## config.mk

```make
export PLATFORM = sky130hd
export DESIGN_NAME = fetch_sequencer_flat
export DESIGN_NICKNAME = d
export VERILOG_FILES = /design/src/rtl/cpu_pkg.sv /design/src/rtl/fetch_sequencer_if.sv /design/src/rtl/if_id_reg.sv /design/src/rtl/fetch_sequencer.sv /design/src/flat_wrapper.sv
export SDC_FILE = /design/constraint.sdc
export NUM_CORES = 1
export LEC_CHECK = 0
export CAP_MARGIN = 5
export CORE_MARGIN = 2
export CORE_UTILIZATION = 41
export DETAILED_ROUTE_END_ITERATION = 6
export PLACE_DENSITY = 0.82
export SYNTH_ARGS = -nofsm -noshare
export SYNTH_HDL_FRONTEND = slang
export SYNTH_SLANG_ARGS = --single-unit
```

## constraint.sdc

```tcl
create_clock -name CLK -period 2.2 [get_ports CLK]
set_clock_uncertainty 0.05 [all_clocks]
set_input_delay 0.66 -clock CLK [delete_from_list [all_inputs] [get_ports CLK]]
set_output_delay 0.66 -clock CLK [all_outputs]
set_load 0.01 [all_outputs]
```

## src/rtl/cpu_pkg.sv

```systemverilog
// Shared CPU front-end definitions:
// FSM encoding, opcode field and PC increment.
package cpu_pkg;

  localparam logic [1:0] ST_BOOT   = 2'd0;
  localparam logic [1:0] ST_RUN    = 2'd1;
  localparam logic [1:0] ST_HALTED = 2'd2;

  typedef enum logic [1:0] {
    S_BOOT   = ST_BOOT,
    S_RUN    = ST_RUN,
    S_HALTED = ST_HALTED
  } fetch_state_e;

  localparam logic [5:0]  HALT_OPCODE_DEF = 6'b111111;
  localparam logic [31:0] PC_INC          = 32'd4;
  localparam int          OPC_HI          = 31;
  localparam int          OPC_LO          = 26;

endpackage

```

## src/rtl/fetch_sequencer_if.sv

```systemverilog
// Instruction memory bus: fetch address out,
// combinational instruction word back.
interface fetch_sequencer_if;
  logic [31:0] imem_addr;
  logic [31:0] imem_instr;

  modport master (
    output imem_addr,
    input  imem_instr
  );

  modport slave (
    input  imem_addr,
    output imem_instr
  );
endinterface

```

## src/rtl/if_id_reg.sv

```systemverilog
// IF/ID pipeline register with load enable
// and a synchronous clear that wins over load.
module if_id_reg
  import cpu_pkg::*;
(
  input  logic        clk,
  input  logic        clr,
  input  logic        en,
  input  logic [31:0] d_instr,
  input  logic [31:0] d_pc4,
  input  logic        d_valid,
  output logic [31:0] q_instr,
  output logic [31:0] q_pc4,
  output logic        q_valid
);

  logic [31:0] instr_q, instr_d;
  logic [31:0] pc4_q, pc4_d;
  logic        valid_q, valid_d;

  // next contents: clear, load, or hold
  always_comb begin
    instr_d = instr_q;
    pc4_d   = pc4_q;
    valid_d = valid_q;
    if (clr) begin
      instr_d = '0;
      pc4_d   = '0;
      valid_d = 1'b0;
    end else if (en) begin
      instr_d = d_instr;
      pc4_d   = d_pc4;
      valid_d = d_valid;
    end
  end

  // register update
  always_ff @(posedge clk) begin
    instr_q <= instr_d;
    pc4_q   <= pc4_d;
    valid_q <= valid_d;
  end

  assign q_instr = instr_q;
  assign q_pc4   = pc4_q;
  assign q_valid = valid_q;

endmodule

```

## src/rtl/fetch_sequencer.sv

```systemverilog
// Fetch controller: owns the PC, sequences
// BOOT/RUN/HALTED, feeds the IF/ID register.
module fetch_sequencer
  import cpu_pkg::*;
#(
  parameter logic [31:0] RESET_PC    = 32'h0000_0000,
  parameter logic [5:0]  HALT_OPCODE = HALT_OPCODE_DEF,
  parameter int          CNT_W       = 16
) (
  input  logic                 CLK,
  input  logic                 RST,
  fetch_sequencer_if.master    bus,
  input  logic                 stall,
  input  logic                 branch_taken,
  input  logic [31:0]          branch_target,
  input  logic                 resume,
  output logic [31:0]          if_id_instr,
  output logic [31:0]          if_id_pc4,
  output logic                 if_id_valid,
  output logic                 halted,
  output logic                 misalign,
  output logic [CNT_W-1:0]     fetch_count
);

  fetch_state_e     state_q, state_d;
  logic [31:0]      pc_q, pc_d;
  logic [CNT_W-1:0] cnt_q, cnt_d;
  logic             mis_q, mis_d;
  logic             ld;
  logic             flush;
  logic [31:0]      pc_inc;
  logic [31:0]      tgt;
  logic             is_halt;

  assign pc_inc  = pc_q + PC_INC;
  assign tgt     = {branch_target[31:2], 2'b00};
  assign is_halt =
    bus.imem_instr[OPC_HI:OPC_LO] == HALT_OPCODE;

  // next-state: branch beats stall/resume,
  // a halt word is latched then freezes fetch
  always_comb begin
    state_d = state_q;
    pc_d    = pc_q;
    cnt_d   = cnt_q;
    mis_d   = mis_q;
    ld      = 1'b0;
    flush   = 1'b0;
    unique case (state_q)
      S_BOOT: state_d = S_RUN;
      S_RUN: begin
        if (branch_taken) begin
          pc_d  = tgt;
          flush = 1'b1;
          mis_d = mis_q | (|branch_target[1:0]);
        end else if (!stall) begin
          ld   = 1'b1;
          pc_d = pc_inc;
          if (!(&cnt_q))
            cnt_d = cnt_q + CNT_W'(1);
          if (is_halt)
            state_d = S_HALTED;
        end
      end
      S_HALTED: begin
        if (branch_taken) begin
          pc_d    = tgt;
          flush   = 1'b1;
          mis_d   = mis_q | (|branch_target[1:0]);
          state_d = S_RUN;
        end else begin
          if (resume)
            state_d = S_RUN;
          if (!stall)
            flush = 1'b1;
        end
      end
      default: state_d = S_BOOT;
    endcase
  end

  // FSM, PC, sticky flag and counter
  always_ff @(posedge CLK) begin
    if (RST) begin
      state_q <= S_BOOT;
      pc_q    <= RESET_PC;
      cnt_q   <= '0;
      mis_q   <= 1'b0;
    end else begin
      state_q <= state_d;
      pc_q    <= pc_d;
      cnt_q   <= cnt_d;
      mis_q   <= mis_d;
    end
  end

  if_id_reg u_if_id (
    .clk     (CLK),
    .clr     (RST | flush),
    .en      (ld),
    .d_instr (bus.imem_instr),
    .d_pc4   (pc_inc),
    .d_valid (1'b1),
    .q_instr (if_id_instr),
    .q_pc4   (if_id_pc4),
    .q_valid (if_id_valid)
  );

  assign bus.imem_addr = pc_q;
  assign halted        = state_q == S_HALTED;
  assign misalign      = mis_q;
  assign fetch_count   = cnt_q;

endmodule

```

## src/flat_wrapper.sv

```systemverilog
// flat-port wrapper written by rule: the top's interface ports become plain ports
module fetch_sequencer_flat import cpu_pkg::*;
#(
  parameter logic [31:0] RESET_PC    = 32'h0000_0000,
  parameter logic [5:0]  HALT_OPCODE = HALT_OPCODE_DEF,
  parameter int          CNT_W       = 16
)
  (CLK, RST, stall, branch_taken, branch_target, resume, if_id_instr, if_id_pc4, if_id_valid, halted, misalign, fetch_count, bus_imem_addr, bus_imem_instr);
  fetch_sequencer_if bus_i ();
  input  logic CLK;
  input  logic RST;
  input  logic stall;
  input  logic branch_taken;
  input  logic [31:0] branch_target;
  input  logic resume;
  output logic [31:0] if_id_instr;
  output logic [31:0] if_id_pc4;
  output logic if_id_valid;
  output logic halted;
  output logic misalign;
  output logic [CNT_W-1:0] fetch_count;
  output wire logic [$bits(bus_i.imem_addr)-1:0] bus_imem_addr;
  input wire logic [$bits(bus_i.imem_instr)-1:0] bus_imem_instr;
  assign bus_imem_addr = bus_i.imem_addr;
  assign bus_i.imem_instr = bus_imem_instr;
  fetch_sequencer #(.RESET_PC(RESET_PC), .HALT_OPCODE(HALT_OPCODE), .CNT_W(CNT_W)) u_core (.CLK(CLK), .RST(RST), .bus(bus_i), .stall(stall), .branch_taken(branch_taken), .branch_target(branch_target), .resume(resume), .if_id_instr(if_id_instr), .if_id_pc4(if_id_pc4), .if_id_valid(if_id_valid), .halted(halted), .misalign(misalign), .fetch_count(fetch_count));
endmodule
```

## Word level (Yosys, flattened, before mapping)

Cells that the tools add are included.

| storage, ports and cells | value |
|---|---|
| output and inout port bits | 115 |
| input port bits | 69 |
| word-level logic and storage cells | 48 |
| bits in registers | 116 |

| cells by class | value |
|---|---|
| add/subtract/negate cells | 2 |
| reductions and logical operators | 9 |
| equal/unequal tests | 9 |
| bitwise gates (word level) | 5 |
| mux-type cells | 16 |

Operator list:

| kind | count |
|---|---|
| 32-bit 2-to-1 mux | 3 |
| 32-bit one-hot mux with 2 select lines | 1 |
| 32-bit by 3-bit adder with 32-bit output (second input constant) | 1 |
| 16-bit by 1-bit adder with 16-bit output (second input constant) | 1 |
| 16-bit AND reduction | 1 |
| 2-bit 2-to-1 mux | 5 |
| 4-bit AND reduction | 2 |
| 6-bit == test (second input constant) | 1 |
| 2-bit inequality test (second input constant) | 3 |
| 3-bit inequality test (second input constant) | 2 |
| 2-bit one-hot mux with 3 select lines | 1 |
| 1-bit 2-to-1 mux | 5 |
| 2-bit OR reduction | 2 |
| 1-bit NOT | 3 |
| 3-bit AND reduction | 1 |
| 2-bit by 1-bit == test with 1-bit output (second input constant) | 1 |
| 2-bit == test (second input constant) | 1 |
| 2-bit logical NOT | 1 |
| 2-bit by 1-bit inequality test with 1-bit output (second input constant) | 1 |
| 1-bit OR | 2 |
| 1-bit one-hot mux with 2 select lines | 1 |
| 2-bit AND reduction | 1 |
| 2-bit nonzero test | 1 |

## Logic depth before layout (Yosys ltp)

| depth | value |
|---|---|
| word-level depth | 5 |
| gate-level depth with buffers | 9 |
| mapped depth without buffers | 7 |

## Hierarchy

From an unflattened synthesis, not the netlist that was laid out.

| unflattened totals | value |
|---|---|
| cells, all modules | 629 |
| area total of the unflattened synthesis | 5539.1 sq um |

By module, submodules not included:

| module | times used | area each (sq um) | seq. area each (sq um) | cells an instance |
|---|---|---|---|---|
| fetch_sequencer | 1 | 3196.8 | 980.9 | 420 |
| if_id_reg | 1 | 2342.2 | 1301.2 | 209 |

## Worst setup path before layout

No wires, ideal clock.

| timing | value |
|---|---|
| path type | input port to flip-flop |
| start point | input port branch_taken |
| end point | register u_core.u_if_id.pc4_q[14] (netlist: u_core.u_if_id.q_pc4[14]) |
| slack | -0.051 ns |
| buffers on the path | 3 |
| required time | 2.064 ns |
| arrival time | 2.115 ns |
| library setup time | 0.086 ns |
| stages on the path | 6 |
| path through | clkbuf_1 nor3b_1 clkbuf_1 clkbuf_1 nor2_1 a211oi_1 |

| on the way | value |
|---|---|
| cells in the longest elaborated chain, start to end | 3 |
| elaborated cells on any way between the ends | 6 |
| those cells by class | mux: 5; bitwise: 1 |

RTL lines:

| what | line | text |
|---|---|---|
| from (decl) | flat_wrapper.sv:13 | `input logic branch_taken;` |
| 1-bit 2-to-1 mux, on equally long branches | fetch_sequencer.sv:66, fetch_sequencer.sv:52 |  |
| 1-bit one-hot mux with 2 select lines | fetch_sequencer.sv:49 | `unique case (state_q)` |
| 1-bit OR | fetch_sequencer.sv:99 | `.clr (RST \| flush),` |
| to (signal assigned) | if_id_reg.sv:40 | `pc4_q <= pc4_d;` |
| to (decl) | if_id_reg.sv:18 | `logic [31:0] pc4_q, pc4_d;` |

Several ways; a longest one is shown, not always the timed one.
A chain may end at the register's enable or synchronous reset.

## Final worst setup path

| timing | value |
|---|---|
| start point | register u_core.pc_q[21] (netlist: u_core.bus.imem_addr[21]) |
| end point | output port bus_imem_addr[21] |

RTL lines:

| what | line | text |
|---|---|---|
| from (decl) | fetch_sequencer.sv:26 | `logic [31:0] pc_q, pc_d;` |
| from (signal assigned) | fetch_sequencer.sv:91 | `pc_q <= pc_d;` |
| to (decl) | flat_wrapper.sv:22 | `output wire logic [$bits(bus_i.imem_addr)-1:0] bus_imem_addr;` |

No word-level cell between the ends.

==> impl_metrics.py <==
metrics = {
    "status": {
        "status": "finished, final reports clean",
    },
    "global_routing": {
        "grt_pass1_vias": 5185,
        "grt-ovfl-total": 0,
        "antenna_found_initial": 0,
        "track_usage_pct": 23.24,
        "grt_pass1_wl_microns": 26370,
        "grt_max_degree": 35,
    },
    "hold_path": {
        "worstHoldEndpoint": "u_core.u_if_id.q_instr[28]$_SDFFE_PP0P_",
        "hold-path-cell-count": 2,
        "hold_class": "reg2reg",
        "min_from": "u_core.u_if_id.q_instr[28]$_SDFFE_PP0P_",
    },
    "power": {
        "total_power_w": 0.007344,
        "power.leakage_nw": 2.854,
        "peakVddDrop_uv": 448.5,
        "power_density_mw_per_mm2": 906.2,
    },
    "critical_path": {
        "critPathMaxFanout": 8,
        "crit_family": "buffers and inverters",
        "crit_chain": "clkdlybuf4s50_1",
        "setup.worst_path.end_class": "primary output",
        "worstPathRequired_ns": 1.49,
        "rrSetupSlack_ns": 0.15,
        "arrival_ns": 1.43,
        "critPathMaxStageDelay_ns": 0.60,
        "cp_slowest_cell": "clkdlybuf4s50_1",
        "worstSetupPathType": "reg2out",
        "reg2reg_from": "u_core.bus.imem_addr[10]$_SDFFE_PP0P_",
        "worstSetupStartpointType": "flop",
        "worstReg2RegEnd": "u_core.bus.imem_addr[29]$_SDFFE_PP0P_",
        "worst_r2r_path_depth": 5,
        "crit_buf_inv": 1,
    },
    "route": {
        "postRouteAntennaNets": 0,
        "wl_per_cell_microns": 15.47,
        "drt_first_pass_iters": 5,
        "vias": 5492,
        "detail_route.wirelength_microns": 16230,
        "vias_per_cell": 5.235,
        "drtIter0Drc": 544,
        "drc": 0,
    },
    "die": {
        "core_sq_mm": 0.01262,
        "floorplan.initialDensity_pct": 41.91,
        "dieArea_sq_mm": 0.01382,
        "fp.dieW_microns": 117.6,
        "io_pins": 184,
        "num_rows": 41,
        "die_h_microns": 117.6,
    },
    "synth": {
        "ys_seq_elements": 112,
        "syn_inst": 656,
        "netlist_area_sq_mm": 0.005289,
        "ys_warn_count": 0,
        "synth_edf_count": 0,
        "yosysSeqAreaShare_pct": 42.39,
        "async_reset_ff_share_pct": 0,
        "synth.avg_cell_area_sq_um": 8.062,
        "synth_flop_cell": "dfxtp_1",
        "yosysUniqueCellTypes": 59,
    },
    "clocking": {
        "path_clk_slew_ns": 0.07,
        "hold_buffers": 0,
        "cts-htree-levels": 3,
        "cts_inserted_buffers": 9,
        "clkLatencyLatePin_ns": 0.34,
        "cts_tree": "built",
        "clock_path_buffers": 2,
        "cts.sinks": 112,
        "root_buffer": "clkbuf_16",
    },
    "timing": {
        "hold_viol": 0,
        "timing.hold.ws_ns": 0.4047,
        "setup_tns_ns": 0,
        "finalCritPeriodShare_pct": 97.48,
        "fin_crit_ns": 2.145,
        "slew_violations": 0,
        "setup_violations": 0,
        "timing.fmax_ghz": 0.4663,
    },
    "final_layout": {
        "nets": 946,
        "area_delta_synth_final_pct": 53.23,
        "post-route-util_pct": 64.22,
        "final_cells": 1049,
        "final_cell_mix": "175 x clkdlybuf4s50_1, 112 x dfxtp_1, 103 x nand2_1, 83 x nor2_1, 65 x buf_4",
        "diodes": 0,
        "drive_above_1_share_pct": 12.77,
        "final_common_cell": "clkdlybuf4s50_1",
    },
    "flow_run": {
        "drv_cap": 0,
    },
    "place": {
        "post-place-cells": 1026,
        "gp_congestion": 0.8473,
        "io_buffers": 179,
        "hpwl_microns": 11760,
    },
}
[through the flow]
| stage | worst slack, ns | instance area [sq um] |
|---|---|---|
| 2_1_floorplan | 0.004043 | 5311 |
| 3_3_place_gp | -0.4060 | 7667 |
| 3_5_place_dp | -0.4490 | 7667 |
| 4_1_cts | 0.01658 | 8008 |
| 5_1_grt | -0.05944 | 8104 |
| 6_report | 0.05542 | 8104 |
[worst max-delay path by stage]
stage	from	to	slack (ns)	cells after the start
final	u_core.bus.imem_addr[21]$_SDFFE_PP0P_	bus_imem_addr[21]	0.06	1
after global routing	u_core.bus.imem_addr[3]$_SDFFE_PP0P_	u_core.bus.imem_addr[22]$_SDFFE_PP0P_	-0.06	7
after CTS	branch_taken	u_core.bus.imem_addr[19]$_SDFFE_PP0P_	0.02	8
after detailed placement	stall	u_core.fetch_count[9]$_SDFFE_PP0P_	-0.45	6
after global placement	stall	u_core.fetch_count[9]$_SDFFE_PP0P_	-0.41	6
after floorplan	branch_taken	u_core.u_if_id.q_pc4[2]$_SDFFE_PP0P_	0.004	7
[report_power, final]
group,switching [W],internal [W],leakage (nW)
logic,0.00147,0.00151,1.79
clock network,0.000730,0.00103,0.152
registers,0.000256,0.00235,0.910
total,0.00246,0.00488,2.85
[cell type report]
type,count,area (sq um)
multi-input cells,479,2844
repair buffers,252,2412
clock buffers,11,242.7
well taps,172,215.2
fillers,1109,4516
clock inverters,5,80.08
inverters,18,67.56
flip-flops and latches,112,2242
[Yosys cell counts, types with 2 or more instances]
cell	instances	area (sq um)
clkbuf_1	41	153.9
nand4_1	7	43.79
buf_4	4	30.03
nand2_1	104	390.4
o21a_1	2	15.01
mux2i_1	5	50.05
inv_1	17	63.81
o21ai_0	20	100.1
o22ai_1	6	37.54
o221a_2	2	22.52
nand3_1	20	100.1
dfxtp_1	112	2242
buf_6	2	22.52
and4_1	6	52.55
a311o_1	3	30.03
a211oi_1	34	255.2
a311oi_1	4	35.03
nor2_1	84	315.3
a31oi_1	2	12.51
a221o_1	3	30.03
nor4_1	10	62.56
buf_2	2	10.01
o211ai_1	3	22.52
nor3b_1	3	22.52
a21oi_1	55	275.3
or3_1	3	18.77
and3_1	8	50.05
ha_1	5	62.56
o21bai_1	5	37.54
nor3_1	9	45.04
a221oi_1	4	35.03
or4_4	2	22.52
or2_2	2	12.51
xnor2_1	25	219.0
xor2_1	18	157.7
[timing repair]
action | CTS | global route
endpoints found under the setup margin | 13 | 38
gates resized for setup | 5 | 9
pin swaps | 0 | 5
buffers inserted | 0 | 7
[kinds of logic after synthesis]
group / share of synthesized area [%]
simple gates: 23.56
compound gates: 19.28
flops: 42.39
buf+inv: 5.441
xor+xnor: 7.121
fa+ha+maj: 1.183
mux: 0.9463
other cells: 0.07090
[state kept, by name, indices dropped and copies added (netlist names)]
register                count
u_core.u_if_id.q_valid      1
u_core.bus.imem_addr       30
u_core.fetch_count         16
u_core.misalign             1
u_core.state_q              2
u_core.u_if_id.q_instr     32
u_core.u_if_id.q_pc4       30
[layer usage]
metal	track usage (%)	routed length (microns)	vias to the layer above
li1	-	-	2727
met5	0	0	-
met1	30.84	7183	2516
met3	4.651	1121	25
met4	5.949	251	0
met2	38.78	7671	224
Note: power is estimated with default switching activity, not from simulation.
